$ cat config.mk
export PLATFORM = sky130hd
export DESIGN_NAME = imem_dmem_arbiter
export DESIGN_NICKNAME = d
export VERILOG_FILES = /design/src/rtl/riscv_mem_pkg.sv /design/src/rtl/rr_arb2.sv /design/src/rtl/imem_dmem_arbiter.sv
export SDC_FILE = /design/constraint.sdc
export NUM_CORES = 1
export LEC_CHECK = 0
export ABC_AREA = 1
export BUFFER_PORTS_ARGS = -buffer_cell sky130_fd_sc_hd__buf_2
export CAP_MARGIN = 20
export CORE_AREA = 2 2 106 108
export DETAILED_ROUTE_END_ITERATION = 8
export DIE_AREA = 0 0 108 110
export PLACE_DENSITY_LB_ADDON = 0.15
export SYNTH_ARGS = -nofsm -noshare
export SYNTH_HDL_FRONTEND = slang
export SYNTH_SLANG_ARGS = --single-unit
$ cat constraint.sdc
create_clock -name clk -period 0.95 [get_ports clk]
set_input_delay 0.095 -clock clk [delete_from_list [all_inputs] [get_ports clk]]
set_output_delay 0.095 -clock clk [all_outputs]
set_load 0.03 [all_outputs]
$ cat src/rtl/riscv_mem_pkg.sv
// riscv_mem_pkg: shared owner/state enums and width defaults for the memory arbiter
package riscv_mem_pkg;

    localparam int DEF_ADDR_W = 32;
    localparam int DEF_DATA_W = 32;

    typedef enum logic {FETCH = 1'b0, DATA = 1'b1} owner_t;
    typedef enum logic {IDLE = 1'b0, RESP = 1'b1} state_t;

endpackage

$ cat src/rtl/rr_arb2.sv
// rr_arb2: combinational two-input round-robin picker; bit 0 = fetch, bit 1 = data
module rr_arb2
    import riscv_mem_pkg::*;
(
    input  logic [1:0] req,
    input  owner_t     last,
    output logic [1:0] gnt
);

    // on conflict the side that did not win last time goes first
    assign gnt[0] = req[0] && (!req[1] || last == DATA);
    assign gnt[1] = req[1] && (!req[0] || last == FETCH);

endmodule

$ cat src/rtl/imem_dmem_arbiter.sv
// imem_dmem_arbiter: shares one single-port synchronous memory between fetch and load/store,
// one grant per cycle, response routed back to its owner one cycle later
module imem_dmem_arbiter
    import riscv_mem_pkg::*;
#(
    parameter int ADDR_W = DEF_ADDR_W,
    parameter int DATA_W = DEF_DATA_W
) (
    input  logic                clk,
    input  logic                rst,
    input  logic                if_req,
    input  logic [ADDR_W-1:0]   if_addr,
    output logic                if_gnt,
    output logic                if_rvalid,
    output logic [DATA_W-1:0]   if_rdata,
    input  logic                dm_req,
    input  logic                dm_we,
    input  logic [ADDR_W-1:0]   dm_addr,
    input  logic [DATA_W-1:0]   dm_wdata,
    input  logic [DATA_W/8-1:0] dm_be,
    output logic                dm_gnt,
    output logic                dm_rvalid,
    output logic [DATA_W-1:0]   dm_rdata,
    output logic                mem_en,
    output logic                mem_we,
    output logic [ADDR_W-1:0]   mem_addr,
    output logic [DATA_W-1:0]   mem_wdata,
    output logic [DATA_W/8-1:0] mem_be,
    input  logic [DATA_W-1:0]   mem_rdata
);

    logic [1:0] gnt;
    logic       grant;
    state_t     state_q, state_d;
    owner_t     rsp_owner_q, rsp_owner_d;
    owner_t     last_grant_q, last_grant_d;
    logic       rsp_is_wr_q, rsp_is_wr_d;

    // grants are suppressed while reset is held so every output reads 0
    rr_arb2 u_arb (
        .req  ({dm_req, if_req} & {2{rst}}),
        .last (last_grant_q),
        .gnt  (gnt)
    );

    assign if_gnt = gnt[0];
    assign dm_gnt = gnt[1];
    assign grant  = |gnt;

    always_comb begin
        mem_en       = grant;
        mem_we       = gnt[1] && dm_we;
        mem_addr     = gnt[1] ? dm_addr : gnt[0] ? if_addr : '0;
        mem_wdata    = gnt[1] ? dm_wdata : '0;
        mem_be       = gnt[1] ? dm_be : gnt[0] ? '1 : '0;
        state_d      = grant ? RESP : IDLE;
        rsp_owner_d  = grant ? (gnt[1] ? DATA : FETCH) : rsp_owner_q;
        last_grant_d = grant ? (gnt[1] ? DATA : FETCH) : last_grant_q;
        rsp_is_wr_d  = grant ? (gnt[1] && dm_we) : rsp_is_wr_q;
    end

    always_ff @(posedge clk or negedge rst) begin
        if (!rst) begin
            state_q      <= IDLE;
            rsp_owner_q  <= FETCH;
            last_grant_q <= FETCH;
            rsp_is_wr_q  <= 1'b0;
        end else begin
            state_q      <= state_d;
            rsp_owner_q  <= rsp_owner_d;
            last_grant_q <= last_grant_d;
            rsp_is_wr_q  <= rsp_is_wr_d;
        end
    end

    // read data passes straight through from the macro; store acks return 0
    always_comb begin
        if_rvalid = state_q == RESP && rsp_owner_q == FETCH;
        dm_rvalid = state_q == RESP && rsp_owner_q == DATA;
        if_rdata  = if_rvalid ? mem_rdata : '0;
        dm_rdata  = (dm_rvalid && !rsp_is_wr_q) ? mem_rdata : '0;
    end

endmodule
======== Word-level counts from Yosys, hierarchy flattened ========
Index checks and enable logic that the tools add are counted.
W data, S select, Z words.
cells by class
  reductions and logical operators ........ 12
  shifts and indexed selects .............. 0
  order comparisons ....................... 0
  equality and inequality tests ........... 0
  multipliers ............................. 0
  mux-type cells .......................... 9
  divide/modulo/power cells ............... 0
  $add $sub $neg .......................... 0
  bitwise gates (word level) .............. 2
operator list
  cell                 number
  $mux W32             5
  $mux W4              2
  $logic_and A1 B1 Y1  6
  $logic_not A1 Y1     3
  $and A2 B2 Y2        1
  $logic_or A1 B1 Y1   2
  $mux W1              2
  $reduce_or A2 Y1     1
  $not A1 Y1           1
storage, ports and cells
  memories ................................ 0
  latch bits .............................. 0
  register bits after elaboration ......... 3
  ROM bits ................................ 0
  logic and storage cells ................. 26
  input bits .............................. 137
  memory bits (writable) .................. 0
  output and inout port bits .............. 138

======== Longest topological paths before layout ========
Gate-level depths: netlist (run 1).
  depth in word-level cells ............... 6
  gate-level depth with buffers ........... 6
  depth with buffers taken out ............ 4

======== Modules after synthesis ========
Synthesis (run 1) repeated with hierarchy kept, for this count alone.
second synthesis, totals
  cells, all modules ...................... 312
  area, all modules ....................... 1378.8 um^2
by module, submodules not included
  module             instances  seq. area each (um^2)  cells an instance  area each (um^2)
  imem_dmem_arbiter  1          75.1                   308                1351.3
  rr_arb2            1          0.0                    4                  27.5

======== Worst setup path after synthesis (run 1) ========
Ideal clock, no wire load.
  path type ............................... register to output
  from .................................... reg, netlist name last_grant_q
  to ...................................... out dm_rdata[10]
  setup slack ............................. -0.515 ns
  path buffers ............................ 1
  data required time ...................... 0.855 ns
  stages on the path, launching flop included .. 6
  arrival time ............................ 1.370 ns
  cells stage by stage .................... dfrtp_1 -> nand2_1 -> inv_1 -> nand2_1 -> buf_2 -> nor2_1
RTL lines
  what              RTL line                 RTL
  end: declaration  imem_dmem_arbiter.sv:23  output logic [DATA_W-1:0] dm_rdata,

==> results of run 1 <==
worst max-delay path: cells and delay by family, from the launching register on:
| kind | cells | cell delay (ns) |
|---|---|---|
| buf+inv | 4 | 0.49 |
| simple gates | 3 | 0.22 |
| flops | 1 | 0.41 |
how the worst min path moves through the flow:
| stage | endpoint | slack [ns] |
|---|---|---|
| after global placement | rsp_is_wr_q | 0.02 |
| final | rsp_is_wr_q | 0.25 |
| after floorplan | last_grant_q | -0.20 |
| after detailed placement | state_q | 0.02 |
| after global routing | rsp_is_wr_q | 0.27 |
| after CTS | rsp_is_wr_q | 0.29 |
per-layer routing:
layer  GRT usage, %  vias up  wire length [um]  part of all wire (%)
met5              0        -                 0                     0
met4          2.473        0                33                  0.34
met3          2.822        4               806                   8.3
met2          29.34      161              5372                    56
met1          16.20     1398              3453                    36
li1               -     1516                 -                     -
registers in the layout (all words and copies together) (netlist names):
signal,count
last_grant_q,1
rsp_is_wr_q,1
state_q,1
stage by stage:
stage                     worst slack [ns]  power (uW)
final                              -0.4954        3805
after global placement             -0.3529        2766
after CTS                          -0.5189        3751
after floorplan                    -0.1558        1933
after detailed placement           -0.3914        2782
after global routing               -0.5577        4031
cells by family (layout without fill, tap and decap cells):
group,after synthesis,count (layout)
simple gates,215,216
buf+inv,96,389
flops,3,3
where the power goes:
group          internal, uW  total [uW]  switching (uW)
clock                   286         369            83.2
sequential              143         159            16.0
combinational          1390        3280            1890
total                  1820        3810            1990
synthesized netlist by cell type (all sizes together):
library cell and instances:
nor2 96, inv 73, nand3 71, nand2 48, buf 23, dfrtp 3
timing repair:
| action | in CTS | in global routing |
|---|---|---|
| hold buffers | 1 | 0 |
| gates cloned | 4 | 1 |
| pin swaps | 11 | 1 |
| endpoints found under the setup margin | 138 | 138 |
| endpoints found under the hold margin | 3 | 0 |
| gates resized for setup | 254 | 50 |
| buffers inserted | 1 | 1 |
layout make-up:
class	instances	area [um2]
Clock buffer	4	45.04
Fill cell	1043	5565
Inverter	73	286.5
Multi-Input combinational cell	216	1887
Sequential cell	3	76.32
Tap cell	140	175.2
Timing Repair Buffer	312	2663
cell usage in the layout (no fill, tap or decap), types with 2 or more instances in the layout:
cell	Yosys	final
buf_2	12	137
buf_6	7	110
nor2_4	0	92
inv_1	71	66
nand3_1	71	49
buf_4	4	44
nand2_2	1	36
nand3_2	0	22
buf_12	0	14
inv_2	2	5
nand2_4	0	5
nand2_1	47	5
nor2_2	0	4
nand2_8	0	3
clkbuf_8	0	3
buf_16	0	2
buf_8	0	2
dfrtp_1	3	2
==> out/results.ini, run 1 <==
[synthesis]
number_of_synthesis_warnings=0
ys_seq_elements=3
synth_top_family_by_area=simple AND/OR/NAND/NOR gates
post_synth_instance_area_um2=1416
synthDominantAreaCellType=nor2_1
post_synth_mux_area_share_pct=0
postSynthAreaPerCell_um2=4.511
post-synth-top-area-fraction_pct=25.44
synthDistinctLibCells=10
synth-seq-area-share_pct=5.300
synth_compound_gate_area_share_pct=0
post_synth_inst_count=314
post_synth_fa_ha_maj_area_fraction_pct=0
ys_top_cells_by_area=nor2_1 (25%), nand3_1 (25%), inv_1 (19%)
synth-simple-area-share_pct=63.43
synthXorXnorAreaFrac_pct=0
synth_fp_nets=451

[drt]
dr.pass1.iters=4
avgRoutedWirePerCell_um=12.92
detail_route.wirelength_mm=9.665
dr.first_iter.drc_count=86
final_antenna_net_count=0
route.detailed.vias_per_inst=4.116
drcViolationCount=0
via_count=3079

[status]
violations=setup timing
run_status=finished with violations

[grt]
grt_first_pass_wirelength_mm=14.11
grt-ovfl-total=0
total_grt_usage_pct=14.70
grt_start_max_net_pins=37
antenna_found_initial=0
number_of_global_route_vias_before_repair=3006

[power_and_ir_drop]
p_leak_uw=0.002687
ir_worst_vdd_mv=0.3459
p_per_area_nw_per_um2=741.4

[timing]
max_slew_headroom_pct=81.19
setup_repair_after_global_routing_missed_its_margin=true
hold_slack_ns=0.2515
worst_margin_pin_slew_ns=0.2819
achievable-frequency_mhz=691.9
layout_worst_path_cycle_share_pct=152.1
finalHoldViolations=0
layout_min_cycle_time_ns=1.445
setup_tns_ns=-61.65
timing.final.setup_violations=138
slew_violations=0
clock_skew_ns=0.0007242
finalWorstSetupSlack_ns=-0.4954

[die]
core_region_area_um2=10700
dieArea_um2=11880
chipHeight_um=110
die_width_um=108
core.rowCount=38
ports_placed_on_the_boundary=275
initial_core_util_pct=13.24

[critical_path]
timing.setup.critical_path_class=reg2out
crit_required_ns=0.85
sort_of_element_at_the_end_of_the_critical_path=output port
cp_slowest_cell=dfrtp_2
timing.reg2reg.worst_path_depth=5
crit_path_launch_type=flop
cpPeakStageDelay_ns=0.41
startpoint=last_grant_q
critical_path.reg2reg.endpoint=rsp_is_wr_q
r2r-start=last_grant_q
regToRegSetupSlack_ns=-0.16
endpoint_of_the_most_critical_setup_path=dm_rdata[3]
timing.critical_path.cells=buf_6 -> nand2_4 -> inv_8 -> nand2_8 -> buf_12 -> nor2_4 -> buf_6
cp.arrival_ns=1.35
cp_common_cell=buf_6
crit_path_max_fanout=7

[layout]
final_layout_size_suffix_gt1_share_pct=79.61
antenna_cells=0
synthToLayoutAreaGrowth_pct=262.4
finish.instance_area_um2=5132
final_nets=746
postLayoutCoreUtil_pct=47.98
instances_no_fill=748

[cts]
cts.clk_slew.worst_paths_ns=0.03
cts_tree=yes
root_buffer=clkbuf_8
ctsHtreeMaxLevel=1
clock_insertion_delay_worst_skew_ns=0.22
cts_num_sinks=3
cts_inserted_buffers=3
max-clock-path-buffers=2

[run]
drv.max_cap_violation_count=0

[hold_path]
min_delay_path_depth=4
hold_crit_class=in2reg
hold_path_startpoint=dm_we

[place]
place.gp.congestion=0.7089
detailed_place.area_um2=3979
placed_cells_incl_taps=737
port_bufs=274
dpl.hpwl_mm=7.168

Note: power is estimated with default switching activity, not from simulation.
==> run 2, diff against run 1 <==
==> constraint.sdc (replaced) <==
create_clock -name clk -period 1.5 [get_ports clk]
set_input_delay 0.15 -clock clk [delete_from_list [all_inputs] [get_ports clk]]
set_output_delay 0.15 -clock clk [all_outputs]
set_load 0.03 [all_outputs]
==> out/results.ini, run 2 (synthesized netlist as in run 1, its figures left out) <==
[layout]
multi_input_comb_area_um2=1003
final_layout_size_suffix_gt1_share_pct=56.07
layout.filler_cells=1178
reg_top3=last_grant_q x1, rsp_is_wr_q x1, state_q x1
final_nets=723
antenna_cells=0
final_cell_mix=buf_2 (143), buf_4 (102), nor2_1 (72), inv_1 (69), nand3_1 (69)
synthToLayoutAreaGrowth_pct=159.7
instances_no_fill=725
layout_commonest_cell=buf_2
final-seq-area_um2=76.32

[power_and_ir_drop]
p_per_area_nw_per_um2=514.3
p_leak_uw=0.002445
ir_worst_vdd_mv=0.2790

[grt]
total_grt_usage_pct=11.61
number_of_global_route_vias_before_repair=2525
grt_start_max_net_pins=38
grt-ovfl-total=0
grt_first_pass_wirelength_mm=11.21
antenna_found_initial=0

[place]
place.gp.congestion=0.7333
placed_cells_incl_taps=715
port_bufs=274
dpl.hpwl_mm=6.484

[hold_path]
min_delay_path_depth=3
hold_path_startpoint=dm_we
hold_crit_class=in2reg
min_delay_worst_endpoint=rsp_is_wr_q

[cts]
cts_inserted_buffers=3
root_buffer=clkbuf_8
cts_num_sinks=3
max-clock-path-buffers=2
ctsHtreeMaxLevel=1
cts.clk_slew.worst_paths_ns=0.03
clock_insertion_delay_worst_skew_ns=0.21
cts_tree=yes

[critical_path]
critical_path.reg2reg.endpoint=last_grant_q
crit_path_max_fanout=16
critical_path.top_delay_family=buffers and inverters
timing.critical_path.cells=nand2_1 -> inv_2 -> nand2_4 -> buf_12 -> nor2_1 -> buf_4
cpPeakStageDelay_ns=0.40
crit_path_launch_type=flop
crit_required_ns=1.35
timing.critical_path.buf_inv=3
regToRegSetupSlack_ns=0.52
timing.setup.critical_path_class=reg2out
cp.arrival_ns=1.33
sort_of_element_at_the_end_of_the_critical_path=output port
timing.reg2reg.worst_path_depth=4
r2r-start=last_grant_q
cp_slowest_cell=dfrtp_2

[timing]
slew_violations=0
worst_margin_pin_slew_ns=0.2692
finalHoldViolations=0
achievable-frequency_mhz=677.9
clock_skew_ns=0.0006668
hold_slack_ns=0.2237
layout_min_cycle_time_ns=1.475
setup_repair_after_global_routing_missed_its_margin=true
max_slew_headroom_pct=82.03
timing.final.setup_violations=0
layout_worst_path_cycle_share_pct=98.35

[die]
die_width_um=108
chipHeight_um=110
core_region_area_um2=10700
core.rowCount=38
ports_placed_on_the_boundary=275
initial_core_util_pct=13.24
dieArea_um2=11880

[drt]
drcViolationCount=0
avgRoutedWirePerCell_um=12.16
final_antenna_net_count=0
dr.pass1.iters=4
via_count=2914
dr.first_iter.drc_count=124
detail_route.wirelength_mm=8.813
route.detailed.vias_per_inst=4.019

[status]
run_status=complete, no violations

[run]
drv.max_cap_violation_count=0

==> run 2: changes by cell type in the layout (fill, tap and decap cells not counted), moves of 35 or more <==
cell / change
nor2_1: +72
nand2_2: -35
nand2_1: +38
buf_6: -78
nor2_4: -91
buf_4: +58
==> run 2: power breakdown <==
group | internal, uW | switching, uW
Sequential | 90.4 | 8.38
Clock | 181 | 53.0
Combinational | 630 | 929
Total | 901 | 990
==> run 2: area by class of cell <==
class / count / area share, %
timing repair buffer: 290 / 57.21
multi-input combinational: 215 / 27.28
inverter: 73 / 7.449
tap: 140 / 4.762
sequential: 3 / 2.075
clock buffer: 4 / 1.224
==> run 2: worst min-delay path, delay by kind of cell <==
family | cells | cell delay [ns]
and+or+nand+nor | 2 | 0.13
buffers and inverters | 1 | 0.11
==> run 2: stage by stage <==
stage          utilization [%]  power [uW]  area, um2  setup TNS [ns]  setup slack [ns]
2_1_floorplan                -       896.5       1416         -0.6029          -0.02010
3_3_place_gp             27.64        1365       2957               0            0.1828
6_report                 34.39        1892       3679               0           0.02478
3_5_place_dp             27.64        1367       2957               0            0.1742
5_1_grt                  34.39        2015       3679         -0.6246          -0.04434
4_1_cts                  29.37        1689       3142         -0.8937          -0.06062
==> run 2: worst max path at each step <==
stage	depth (start not counted)	startpoint	endpoint	slack, ns
6_report	6	last_grant_q	dm_rdata[10]	0.02
5_1_grt	5	last_grant_q	mem_wdata[29]	-0.04
4_1_cts	5	last_grant_q	mem_addr[8]	-0.06
3_5_place_dp	5	last_grant_q	mem_we	0.17
3_3_place_gp	5	last_grant_q	mem_we	0.18
2_1_floorplan	5	last_grant_q	dm_rdata[10]	-0.02
==> run 2: layer usage <==
metal / vias to the layer above / GRT usage, % / share of wire [%]
li1: 1462 / - / -
met1: 1299 / 11.71 / 36
met2: 147 / 23.99 / 56
met3: 6 / 1.881 / 7.5
met4: 0 / 3.663 / 1.1
met5: - / 0 / 0
==> run 2: repair_timing <==
item,4_1_cts,5_1_grt
resized for setup,28,282
endpoints found under the setup margin,19,134
buffers inserted,0,0
cloned,2,3
endpoints found under the hold margin,3,0
hold buffers,1,0
pin swaps,2,5
==> run 3, diff against run 2 <==
--- a/config.mk
+++ b/config.mk
@@ -8,9 +8,11 @@
 export ABC_AREA = 1
 export BUFFER_PORTS_ARGS = -buffer_cell sky130_fd_sc_hd__buf_2
 export CAP_MARGIN = 20
-export CORE_AREA = 2 2 106 108
+export CELL_PAD_IN_SITES_DETAIL_PLACEMENT = 0
+export CELL_PAD_IN_SITES_GLOBAL_PLACEMENT = 1
+export CORE_MARGIN = 2
+export CORE_UTILIZATION = 12
 export DETAILED_ROUTE_END_ITERATION = 8
-export DIE_AREA = 0 0 108 110
 export PLACE_DENSITY_LB_ADDON = 0.15
 export SYNTH_ARGS = -nofsm -noshare
 export SYNTH_HDL_FRONTEND = slang
==> out/results.ini, run 3 (synthesized netlist as in run 1, its figures left out) <==
[grt]
use_met1_pct=11.57
grt.met3_usage_pct=1.566
grt_first_pass_wirelength_mm=12.01
total_grt_usage_pct=11.55
number_of_global_route_vias_before_repair=2544
grt_use_met2_pct=23.95
antenna_found_initial=0
grt_start_max_net_pins=35
grt-ovfl-total=0
gr-max-usage-layer=met2

[cts]
cts.clk_slew.worst_paths_ns=0.03
clock_insertion_delay_worst_skew_ns=0.23
cts_num_sinks=3
max-clock-path-buffers=2
cts_inserted_buffers=3
root_buffer=clkbuf_16
ctsHtreeMaxLevel=1
cts_tree=yes

[hold_path]
min_delay_worst_endpoint=rsp_is_wr_q
min_delay_path_depth=3
hold_path_startpoint=dm_we
hold_crit_class=in2reg

[power_and_ir_drop]
power.total_uw=2063
p_leak_uw=0.002449
ir_worst_vdd_mv=0.2654
p_per_area_nw_per_um2=567.3

[layout]
antenna_cells=0
final_layout_size_suffix_gt1_share_pct=54.95
final_cell_mix=buf_2 (146), buf_4 (111), nor2_1 (78), nand3_1 (70), inv_1 (69)
instances_no_fill=729
reg_top3=last_grant_q x1, rsp_is_wr_q x1, state_q x1
synthToLayoutAreaGrowth_pct=156.7
layout_commonest_cell=buf_2
layout.filler_cells=1286
final_nets=724

[critical_path]
crit_required_ns=1.35
crit_path_max_fanout=34
timing.setup.critical_path_class=reg2out
crit_path_launch_type=flop
sort_of_element_at_the_end_of_the_critical_path=output port
regToRegSetupSlack_ns=0.46
timing.reg2reg.worst_path_depth=4
critical_path.reg2reg.endpoint=rsp_is_wr_q
cp.arrival_ns=1.34
r2r-start=last_grant_q

[timing]
setup_tns_ns=0
setup_repair_after_global_routing_missed_its_margin=true
timing.final.setup_violations=0
achievable-frequency_mhz=672.3
hold_slack_ns=0.2597
max_slew_headroom_pct=85.62
clock_skew_ns=0.002232
finalWorstSetupSlack_ns=0.01264
finalHoldViolations=0
layout_worst_path_cycle_share_pct=99.16
slew_violations=0
layout_min_cycle_time_ns=1.487
worst_margin_pin_slew_ns=0.2154

[drt]
via_count=2958
final_antenna_net_count=0
dr.first_iter.drc_count=63
dr.pass1.iters=4
detail_route.wirelength_mm=9.301
avgRoutedWirePerCell_um=12.76
route.detailed.vias_per_inst=4.058
drcViolationCount=0

[place]
port_bufs=274
place.gp.congestion=0.8304
dpl.hpwl_mm=6.735
placed_cells_incl_taps=718
dp_slack_ns=0.1593

[die]
core_region_area_um2=11470
initial_core_util_pct=12.35
ports_placed_on_the_boundary=275
dieArea_um2=12690
die_width_um=112.6
core.rowCount=39
chipHeight_um=112.6

[run]
drv.max_cap_violation_count=0

[status]
run_status=complete, no violations

run 3: cell count changes in the layout (fill, tap and decap cells not counted), sizes merged:
cell	change
buf	-2
clkbuf	+3
run 3: where the power goes:
group | total, uW | switching [uW] | internal, uW
registers | 99.4 | 8.99 | 90.5
logic | 1530 | 928 | 605
clock network | 430 | 79.1 | 351
run 3: worst max-delay path, stage by stage (launching register included):
cell,delay (ns)
dfrtp_2,0.43
nand2_4,0.13
nand2_2,0.08
buf_12,0.17
nor2_1,0.11
buf_4,0.17
run 3: routing by layer:
layer  up-vias  part of all wire, %
li1       1465                    -
met1      1307                   33
met2       175                   56
met3        11                  8.7
met4         0                  1.5
met5         -                    0
run 3: layout make-up:
cell class / instances / area (um2) / share of cell area (%)
inverters: 73 / 274.0 / 7.536
well taps: 143 / 178.9 / 4.921
flip-flops and latches: 3 / 76.32 / 2.099
repair buffers: 291 / 2044 / 56.23
clock buffers: 4 / 78.83 / 2.168
multi-input cells: 215 / 983.4 / 27.05
run 3: what timing repair did:
action                                  in CTS  in global routing
endpoints found under the hold margin        3                  0
pin swaps                                    0                  1
gates cloned                                 1                  4
endpoints found under the setup margin      71                115
resized for setup                           38                234
hold buffers                                 1                  0
setup buffers                                0                  1
run 3: worst max path at each step:
stage                 startpoint  slack [ns]      endpoint
finish              last_grant_q        0.01  mem_wdata[1]
global route        last_grant_q       -0.05  mem_wdata[1]
CTS                 last_grant_q       -0.07  mem_addr[29]
detailed placement  last_grant_q        0.16     mem_be[1]
global placement    last_grant_q        0.18     mem_be[0]
floorplan           last_grant_q       -0.02  dm_rdata[10]
run 3: through the flow:
| step | area, um2 | utilization (%) |
|---|---|---|
| 2_1_floorplan | 1416 | - |
| 3_3_place_gp | 2948 | 25.71 |
| 3_5_place_dp | 2948 | 25.71 |
| 4_1_cts | 3162 | 27.57 |
| 5_1_grt | 3636 | 31.71 |
| 6_report | 3636 | 31.71 |
